$ cat src/rtl/cpu_pkg.sv
// Shared types and field positions for the CPU pipeline stages.
package cpu_pkg;

   localparam int WORD_LEN_DEF        = 8;
   localparam int INSTRUCTION_LEN_DEF = 19;

   localparam int RD_MSB    = 13;
   localparam int RD_LSB    = 11;
   localparam int RS1_MSB   = 10;
   localparam int RS1_LSB   = 8;
   localparam int IMM_MSB   = 7;
   localparam int IMM_LSB   = 0;
   localparam int SHAMT_MSB = 2;
   localparam int SHAMT_LSB = 0;

   typedef enum logic [3:0] {
      ALU_ADD  = 4'd0,
      ALU_ADDC = 4'd1,
      ALU_SUB  = 4'd2,
      ALU_SUBC = 4'd3,
      ALU_AND  = 4'd4,
      ALU_OR   = 4'd5,
      ALU_XOR  = 4'd6,
      ALU_MASK = 4'd7,
      ALU_SHL  = 4'd8,
      ALU_SHR  = 4'd9,
      ALU_ROL  = 4'd10,
      ALU_ROR  = 4'd11
   } alu_op_e;

   typedef struct packed {
      logic mem_write;
      logic mem_read;
      logic src_alu;
      logic src_mem;
      logic rf_we;
   } pr3_ctrl_t;

   function automatic logic is_carry_op(input alu_op_e op);
      return (op == ALU_ADDC) || (op == ALU_SUBC);
   endfunction

endpackage

$ cat src/rtl/alu_core.sv
// Combinational ALU: result plus carry value and per-flag update strobes.
module alu_core
   import cpu_pkg::*;
#(
   parameter int WORD_LEN = WORD_LEN_DEF
) (
   input  logic [WORD_LEN-1:0] a,
   input  logic [WORD_LEN-1:0] b,
   input  alu_op_e             op,
   input  logic                cin,
   input  logic                c_in_flag,
   output logic [WORD_LEN-1:0] result,
   output logic                c_out,
   output logic                c_upd,
   output logic                z_upd
);

   localparam int SW = $clog2(WORD_LEN);

   logic [SW-1:0]   sh;
   logic [WORD_LEN:0] wide;

   always_comb begin
      sh     = SW'(b % WORD_LEN);
      wide   = '0;
      result = '0;
      c_out  = c_in_flag;
      c_upd  = 1'b0;
      z_upd  = 1'b1;
      case (op)
         ALU_ADD, ALU_ADDC: begin
            wide   = {1'b0, a} + {1'b0, b} + {{WORD_LEN{1'b0}}, cin};
            result = wide[WORD_LEN-1:0];
            c_out  = wide[WORD_LEN];
            c_upd  = 1'b1;
         end
         ALU_SUB, ALU_SUBC: begin
            // the wrap into the extra MSB is the borrow
            wide   = {1'b0, a} - {1'b0, b} - {{WORD_LEN{1'b0}}, cin};
            result = wide[WORD_LEN-1:0];
            c_out  = wide[WORD_LEN];
            c_upd  = 1'b1;
         end
         ALU_AND:  result = a & b;
         ALU_OR:   result = a | b;
         ALU_XOR:  result = a ^ b;
         ALU_MASK: result = a & ~b;
         ALU_SHL: begin
            wide   = {1'b0, a} << sh;
            result = wide[WORD_LEN-1:0];
            c_upd  = (sh != '0);
            if (c_upd) c_out = wide[WORD_LEN];
         end
         ALU_SHR: begin
            wide   = {a, 1'b0} >> sh;
            result = wide[WORD_LEN:1];
            c_upd  = (sh != '0);
            if (c_upd) c_out = wide[0];
         end
         ALU_ROL: begin
            result = (a << sh) | (a >> (WORD_LEN - int'(sh)));
            c_upd  = (sh != '0);
            if (c_upd) c_out = result[0];
         end
         ALU_ROR: begin
            result = (a >> sh) | (a << (WORD_LEN - int'(sh)));
            c_upd  = (sh != '0);
            if (c_upd) c_out = result[WORD_LEN-1];
         end
         default: begin
            result = b;
            z_upd  = 1'b0;
         end
      endcase
   end

endmodule

$ cat src/rtl/ex_stage_exmem.sv
// Execute stage: operand forwarding, ALU, C/Z flags and the EX/MEM pipeline register.
module ex_stage_exmem
   import cpu_pkg::*;
#(
   parameter int WORD_LEN        = WORD_LEN_DEF,
   parameter int INSTRUCTION_LEN = INSTRUCTION_LEN_DEF
) (
   input  logic                       clk,
   input  logic                       rst,
   input  logic [INSTRUCTION_LEN-1:0] PR2_instruction,
   input  logic [WORD_LEN-1:0]        PR2_RF_out1,
   input  logic [WORD_LEN-1:0]        PR2_RF_out2,
   input  logic [2:0]                 PR2_RF_r2,
   input  logic [3:0]                 PR2_ALU_op,
   input  logic                       PR2_sel_ALU_src_reg2,
   input  logic                       PR2_sel_ALU_src_const,
   input  logic                       PR2_sel_ALU_src_shift_count,
   input  logic                       PR2_sel_Cin_alu,
   input  logic                       PR2_MEM_write,
   input  logic                       PR2_MEM_read,
   input  logic                       PR2_sel_RF_write_src_ALU,
   input  logic                       PR2_sel_RF_write_src_MEM,
   input  logic                       PR2_RF_write_en,
   input  logic                       fwd_mem_en,
   input  logic [2:0]                 fwd_mem_rd,
   input  logic [WORD_LEN-1:0]        fwd_mem_data,
   input  logic                       fwd_wb_en,
   input  logic [2:0]                 fwd_wb_rd,
   input  logic [WORD_LEN-1:0]        fwd_wb_data,
   input  logic                       stall,
   input  logic                       flush,
   output logic [WORD_LEN-1:0]        PR3_alu_result,
   output logic [WORD_LEN-1:0]        PR3_store_data,
   output logic [2:0]                 PR3_rd,
   output logic                       PR3_MEM_write,
   output logic                       PR3_MEM_read,
   output logic                       PR3_sel_RF_write_src_ALU,
   output logic                       PR3_sel_RF_write_src_MEM,
   output logic                       PR3_RF_write_en,
   output logic                       PR3_valid,
   output logic                       flag_C,
   output logic                       flag_Z
);

   logic [2:0]          rd, rs1;
   logic [7:0]          imm8;
   logic [2:0]          shamt;
   logic [WORD_LEN-1:0] op_a, op_st, op_b;
   alu_op_e             alu_op;
   logic                cin;
   logic [WORD_LEN-1:0] alu_res;
   logic                alu_c, alu_c_upd, alu_z_upd;
   logic                real_op;
   pr3_ctrl_t           ctrl_d, ctrl_q;
   logic [WORD_LEN-1:0] res_q, st_q;
   logic [2:0]          rd_q;
   logic                valid_q;
   logic                c_d, c_q, z_d, z_q;
   logic                unused_instr;

   assign rd    = PR2_instruction[RD_MSB:RD_LSB];
   assign rs1   = PR2_instruction[RS1_MSB:RS1_LSB];
   assign imm8  = PR2_instruction[IMM_MSB:IMM_LSB];
   assign shamt = PR2_instruction[SHAMT_MSB:SHAMT_LSB];
   assign unused_instr = ^PR2_instruction[INSTRUCTION_LEN-1:RD_MSB+1];

   // MEM is the younger producer, so it beats WB; R0 forwards like any register
   always_comb begin
      op_a = PR2_RF_out1;
      if (fwd_mem_en && fwd_mem_rd == rs1)     op_a = fwd_mem_data;
      else if (fwd_wb_en && fwd_wb_rd == rs1)  op_a = fwd_wb_data;
      op_st = PR2_RF_out2;
      if (fwd_mem_en && fwd_mem_rd == PR2_RF_r2)     op_st = fwd_mem_data;
      else if (fwd_wb_en && fwd_wb_rd == PR2_RF_r2)  op_st = fwd_wb_data;
   end

   always_comb begin
      op_b = '0;
      if (PR2_sel_ALU_src_const)             op_b = WORD_LEN'(imm8);
      else if (PR2_sel_ALU_src_shift_count)  op_b = WORD_LEN'(shamt);
      else if (PR2_sel_ALU_src_reg2)         op_b = op_st;
   end

   assign alu_op = alu_op_e'(PR2_ALU_op);
   assign cin    = PR2_sel_Cin_alu && is_carry_op(alu_op) && c_q;

   alu_core #(.WORD_LEN(WORD_LEN)) u_alu (
      .a         (op_a),
      .b         (op_b),
      .op        (alu_op),
      .cin       (cin),
      .c_in_flag (c_q),
      .result    (alu_res),
      .c_out     (alu_c),
      .c_upd     (alu_c_upd),
      .z_upd     (alu_z_upd)
   );

   assign real_op = PR2_RF_write_en | PR2_MEM_write | PR2_MEM_read;
   assign c_d     = (real_op && alu_c_upd) ? alu_c : c_q;
   assign z_d     = (real_op && alu_z_upd) ? (alu_res == '0) : z_q;
   assign ctrl_d  = '{mem_write: PR2_MEM_write, mem_read: PR2_MEM_read,
                      src_alu: PR2_sel_RF_write_src_ALU, src_mem: PR2_sel_RF_write_src_MEM,
                      rf_we: PR2_RF_write_en};

   always_ff @(posedge clk or negedge rst) begin
      if (!rst) begin
         res_q   <= '0;
         st_q    <= '0;
         rd_q    <= '0;
         ctrl_q  <= '0;
         valid_q <= 1'b0;
         c_q     <= 1'b0;
         z_q     <= 1'b0;
      end else if (flush) begin
         res_q   <= '0;
         st_q    <= '0;
         rd_q    <= '0;
         ctrl_q  <= '0;
         valid_q <= 1'b0;
      end else if (!stall) begin
         res_q   <= alu_res;
         st_q    <= op_st;
         rd_q    <= rd;
         ctrl_q  <= ctrl_d;
         valid_q <= 1'b1;
         c_q     <= c_d;
         z_q     <= z_d;
      end
   end

   assign PR3_alu_result           = res_q;
   assign PR3_store_data           = st_q;
   assign PR3_rd                   = rd_q;
   assign PR3_MEM_write            = ctrl_q.mem_write;
   assign PR3_MEM_read             = ctrl_q.mem_read;
   assign PR3_sel_RF_write_src_ALU = ctrl_q.src_alu;
   assign PR3_sel_RF_write_src_MEM = ctrl_q.src_mem;
   assign PR3_RF_write_en          = ctrl_q.rf_we;
   assign PR3_valid                = valid_q;
   assign flag_C                   = c_q;
   assign flag_Z                   = z_q;

endmodule

$ cat config.mk
export PLATFORM = sky130hd
export DESIGN_NAME = ex_stage_exmem
export DESIGN_NICKNAME = d
export VERILOG_FILES = /design/src/rtl/cpu_pkg.sv /design/src/rtl/alu_core.sv /design/src/rtl/ex_stage_exmem.sv
export SDC_FILE = /design/constraint.sdc
export NUM_CORES = 1
export LEC_CHECK = 0
export CAP_MARGIN = 20
export CELL_PAD_IN_SITES_DETAIL_PLACEMENT = 1
export CELL_PAD_IN_SITES_GLOBAL_PLACEMENT = 1
export CORE_UTILIZATION = 31
export DETAILED_ROUTE_END_ITERATION = 10
export HOLD_SLACK_MARGIN = 0.02
export PLACE_DENSITY = 0.81
export SYNTH_ARGS = -nofsm -noshare
export SYNTH_HDL_FRONTEND = slang
export SYNTH_HIERARCHICAL = 1
export SYNTH_SLANG_ARGS = --single-unit
export TNS_END_PERCENT = 5
$ cat constraint.sdc
create_clock -name clk -period 6.05 [get_ports clk]
set_clock_uncertainty 0.2 [all_clocks]
set_input_delay 1.21 -clock clk [delete_from_list [all_inputs] [get_ports clk]]
set_output_delay 1.21 -clock clk [all_outputs]
set_load 0.01 [all_outputs]
==> results by group <==
Floorplan
  – Cell row count: 43
  – Core Area: between 10000 and 15000 um2
  – DIE AREA: about 15000 um2
  – Die X: roughly 120 um
  – Die Y: 122 um
  – Top-level port count: ~110
  – Starting density of the core: 0.319

Placement
  – Post-detail-place hpwl: 14100 um
  – I/O Buffers: 100
  – Final Wtd Congestion: 0.939

Synthesis
  – Syn_area_per_cell: about 7.9 um2
  – Yosys cell types: 75
  – Post-synth EDFFs: 0
  – Cells after synthesis: 560
  – Async SR Flop Fraction: 1.00
  – Yosys warnings: 6
  – Sequential area share after synthesis: 0.152
  – Top_reg_cell synth: dfrtp_1
  – Syn Nets: a little under 700
  – Yosys reg bits: 27
  – Post-Syn Area: 4450 um2

Route
  – Initial DRC Count: 457
  – Via density: 5.87
  – DRC errors left: 0
  – DRT met1 WL: approximately 7300 um
  – 1st-pass router iterations: 5
  – Final WL: approximately 18000 um
  – WL met3: around 1100 um
  – Uppermost layer routed: met4
  – Wire per inst: roughly 21 um
  – Met2 wire length: between 8000 and 9000 um
  – DRT antenna net count: 0
  – Total number of vias: approximately 5000

Finish
  – Most frequent cells in the layout: 100 x clkdlybuf4s50_1, 66 x nor2_1, 50 x mux2i_1
  – Layout Nets: 781
  – # diodes: 0
  – Share of layout cells above drive strength 1: 0.0994
  – Area added between synthesis and finish: 31.3%
  – Most common cell after layout, fill and taps aside: clkdlybuf4s50_1

Global routing
  – Global Route Usage Sum: 0.243
  – First-pass GRT wire length: around 28000 um
  – Largest net degree at the start of global routing: 35
  – Vias in the first global route: 5209
  – Grt ovf: 0
  – Antenna violations before repair: 0

STA
  – Slew @ Worst Pin: a little under 1000 ps
  – Setup repair after global routing missed its margin: no
  – Slew Viols, Final: 0
  – Hold Vio Cnt, Final: 0
  – Max Freq: 178 MHz
  – Final worst path period need: 5630 ps
  – Setup TNS Final: 0 ps
  – Final period util: 0.930
  – Worst rel slew slack: 0.344
  – Endpoints failing setup: 0

Worst setup path
  – Crit path launch type: input port
  – Max Fanout on Critical Path: 18
  – Worst Path Class, Setup: in -> reg
  – WP data arrival: between 5000 and 6000 ps
  – Worst Setup End Kind: flip-flop
  – Worst Path Required: ~6100 ps

Power
  – Pwr/cell area: roughly 170 nW/um2
  – P_leak: between 2 and 3 nW
  – VDD IR-drop max: 0.123 mV
  – Power Total: a little under 1 mW

Outcome
  – Run status: finished, final reports clean

Clock network
  – H-tree depth: 1
  – Post-CTS Setup Inserts: 0
  – Clk slew on worst S/H paths: approximately 70 ps
  – Post-CTS sizing: 0
  – TritonCTS clock tree: built
  – Max clock buf depth: 2
  – CTS Buf Count: 3
  – Hold buffers post-CTS: 0
  – # clock sinks: 27
  – Worst-skew pair later-pin latency: 260 ps
  – Root Driver: clkbuf_16

Hold path
  – Hold WC Path Type: reg -> reg

Run
  – Max-cap violations: 0
==> cells by family (layout without fill, tap and decap cells) <==
| kind of cell | after synthesis | in the layout | synth area share |
|---|---|---|---|
| adder cells (fa/ha/maj) | 37 | 37 | 0.111 |
| multiplexers | 68 | 68 | 0.179 |
| AO/OA/AOI/OAI | 155 | 155 | 0.247 |
| buffers and inverters | 76 | 180 | 0.0765 |
| flip-flops | 27 | 27 | 0.152 |
| AND/OR/NAND/NOR | 175 | 175 | 0.191 |
| XOR/XNOR | 22 | 22 | 0.0433 |
==> per-layer routing <==
| layer | up-vias | GRT usage |
|---|---|---|
| li1 | 2278 | - |
| met5 | - | 0 |
| met4 | 0 | 0.0910 |
| met1 | 2436 | 0.301 |
| met3 | 36 | 0.0332 |
| met2 | 208 | 0.423 |
==> synth_stat cells (all sizes together), types with 3 or more instances <==
cell type	count	area (um2)
o41ai	5	43.8
xor2	3	26.3
o21ai	27	135
inv	38	143
mux4	7	165
a21oi	30	150
clkbuf	21	78.8
o32ai	3	26.3
nand3	10	50.1
mux2	11	131
a31oi	7	43.8
a32oi	4	35.0
nor3	8	40.0
a211oi	5	42.5
a22oi	5	42.5
nand2	48	180
buf	17	119
a221oi	3	26.3
o221ai	7	61.3
nor2	66	248
a211o	4	35.0
or4b	3	30.0
dfrtp	27	676
o22ai	6	37.5
o211ai	13	97.6
nand4	8	68.8
mux2i	50	500
o311ai	3	26.3
a21o	3	22.5
nor4	5	31.3
nor2b	5	31.3
o2bb2ai	5	43.8
fa	4	80.1
xnor2	19	166
ha	33	413
nand2b	7	43.8
o32a	3	30.0
o21bai	4	30.0
==> registers in the layout, indices dropped and copies added, names as in the netlist <==
| signal | flops |
|---|---|
| flag_C | 1 |
| flag_Z | 1 |
| PR3_rd | 3 |
| PR3_valid | 1 |
| PR3_sel_RF_write_src_ALU | 1 |
| PR3_MEM_write | 1 |
| PR3_alu_result | 8 |
| PR3_MEM_read | 1 |
| PR3_RF_write_en | 1 |
| PR3_sel_RF_write_src_MEM | 1 |
| PR3_store_data | 8 |
==> path summary, 6_finish.rpt <==
check	start	cells after the start	end	slack, ps
setup / recovery	PR2_RF_r2[2]	16	flag_Z	420
hold / removal	PR3_store_data[2]	2	PR3_store_data[2]	310
setup reg to reg	flag_C	12	flag_Z	2470
hold reg to reg	PR3_store_data[2]	2	PR3_store_data[2]	310
max in group asynchronous	rst	2	PR3_store_data[5]	4260
min in group asynchronous	rst	2	PR3_rd[2]	1120
==> power breakdown <==
group	total, mW	internal (mW)	switching, mW
clock network	0.154	0.0903	0.0637
registers	0.209	0.196	0.0128
logic	0.626	0.283	0.343
==> through the flow <==
stage	setup slack [ps]	area, um2	hold slack (ps)	std cells	util
2_1_floorplan	616	4450	327	560	-
3_3_place_gp	311	5760	283	840	0.413
3_5_place_dp	192	5760	298	840	0.413
4_1_cts	462	5840	313	844	0.419
5_1_grt	241	5840	345	844	0.419
6_report	424	5840	306	844	0.419
==> layout make-up <==
type	instances	area, um2
Multi-Input combinational cell	457	3430
Inverter	38	143
Fill cell	1684	8100
Clock buffer	4	78.8
Timing Repair Buffer	138	1290
Sequential cell	27	676
Tap cell	180	225
==> worst max-delay path: stages <==
cell and delay, ps:
clkdlybuf4s50_1 450, xnor2_1 230, nand4_2 260, mux2i_1 230, o211ai_1 330, inv_1 210
ha_1 250, ha_1 320, buf_4 250, mux4_2 350, mux2_4 290, a22oi_2 150
nor2_1 100, o32a_1 440, nor4_1 330, a41o_1 220
No activity file was read; power rests on OpenSTA's default activity.
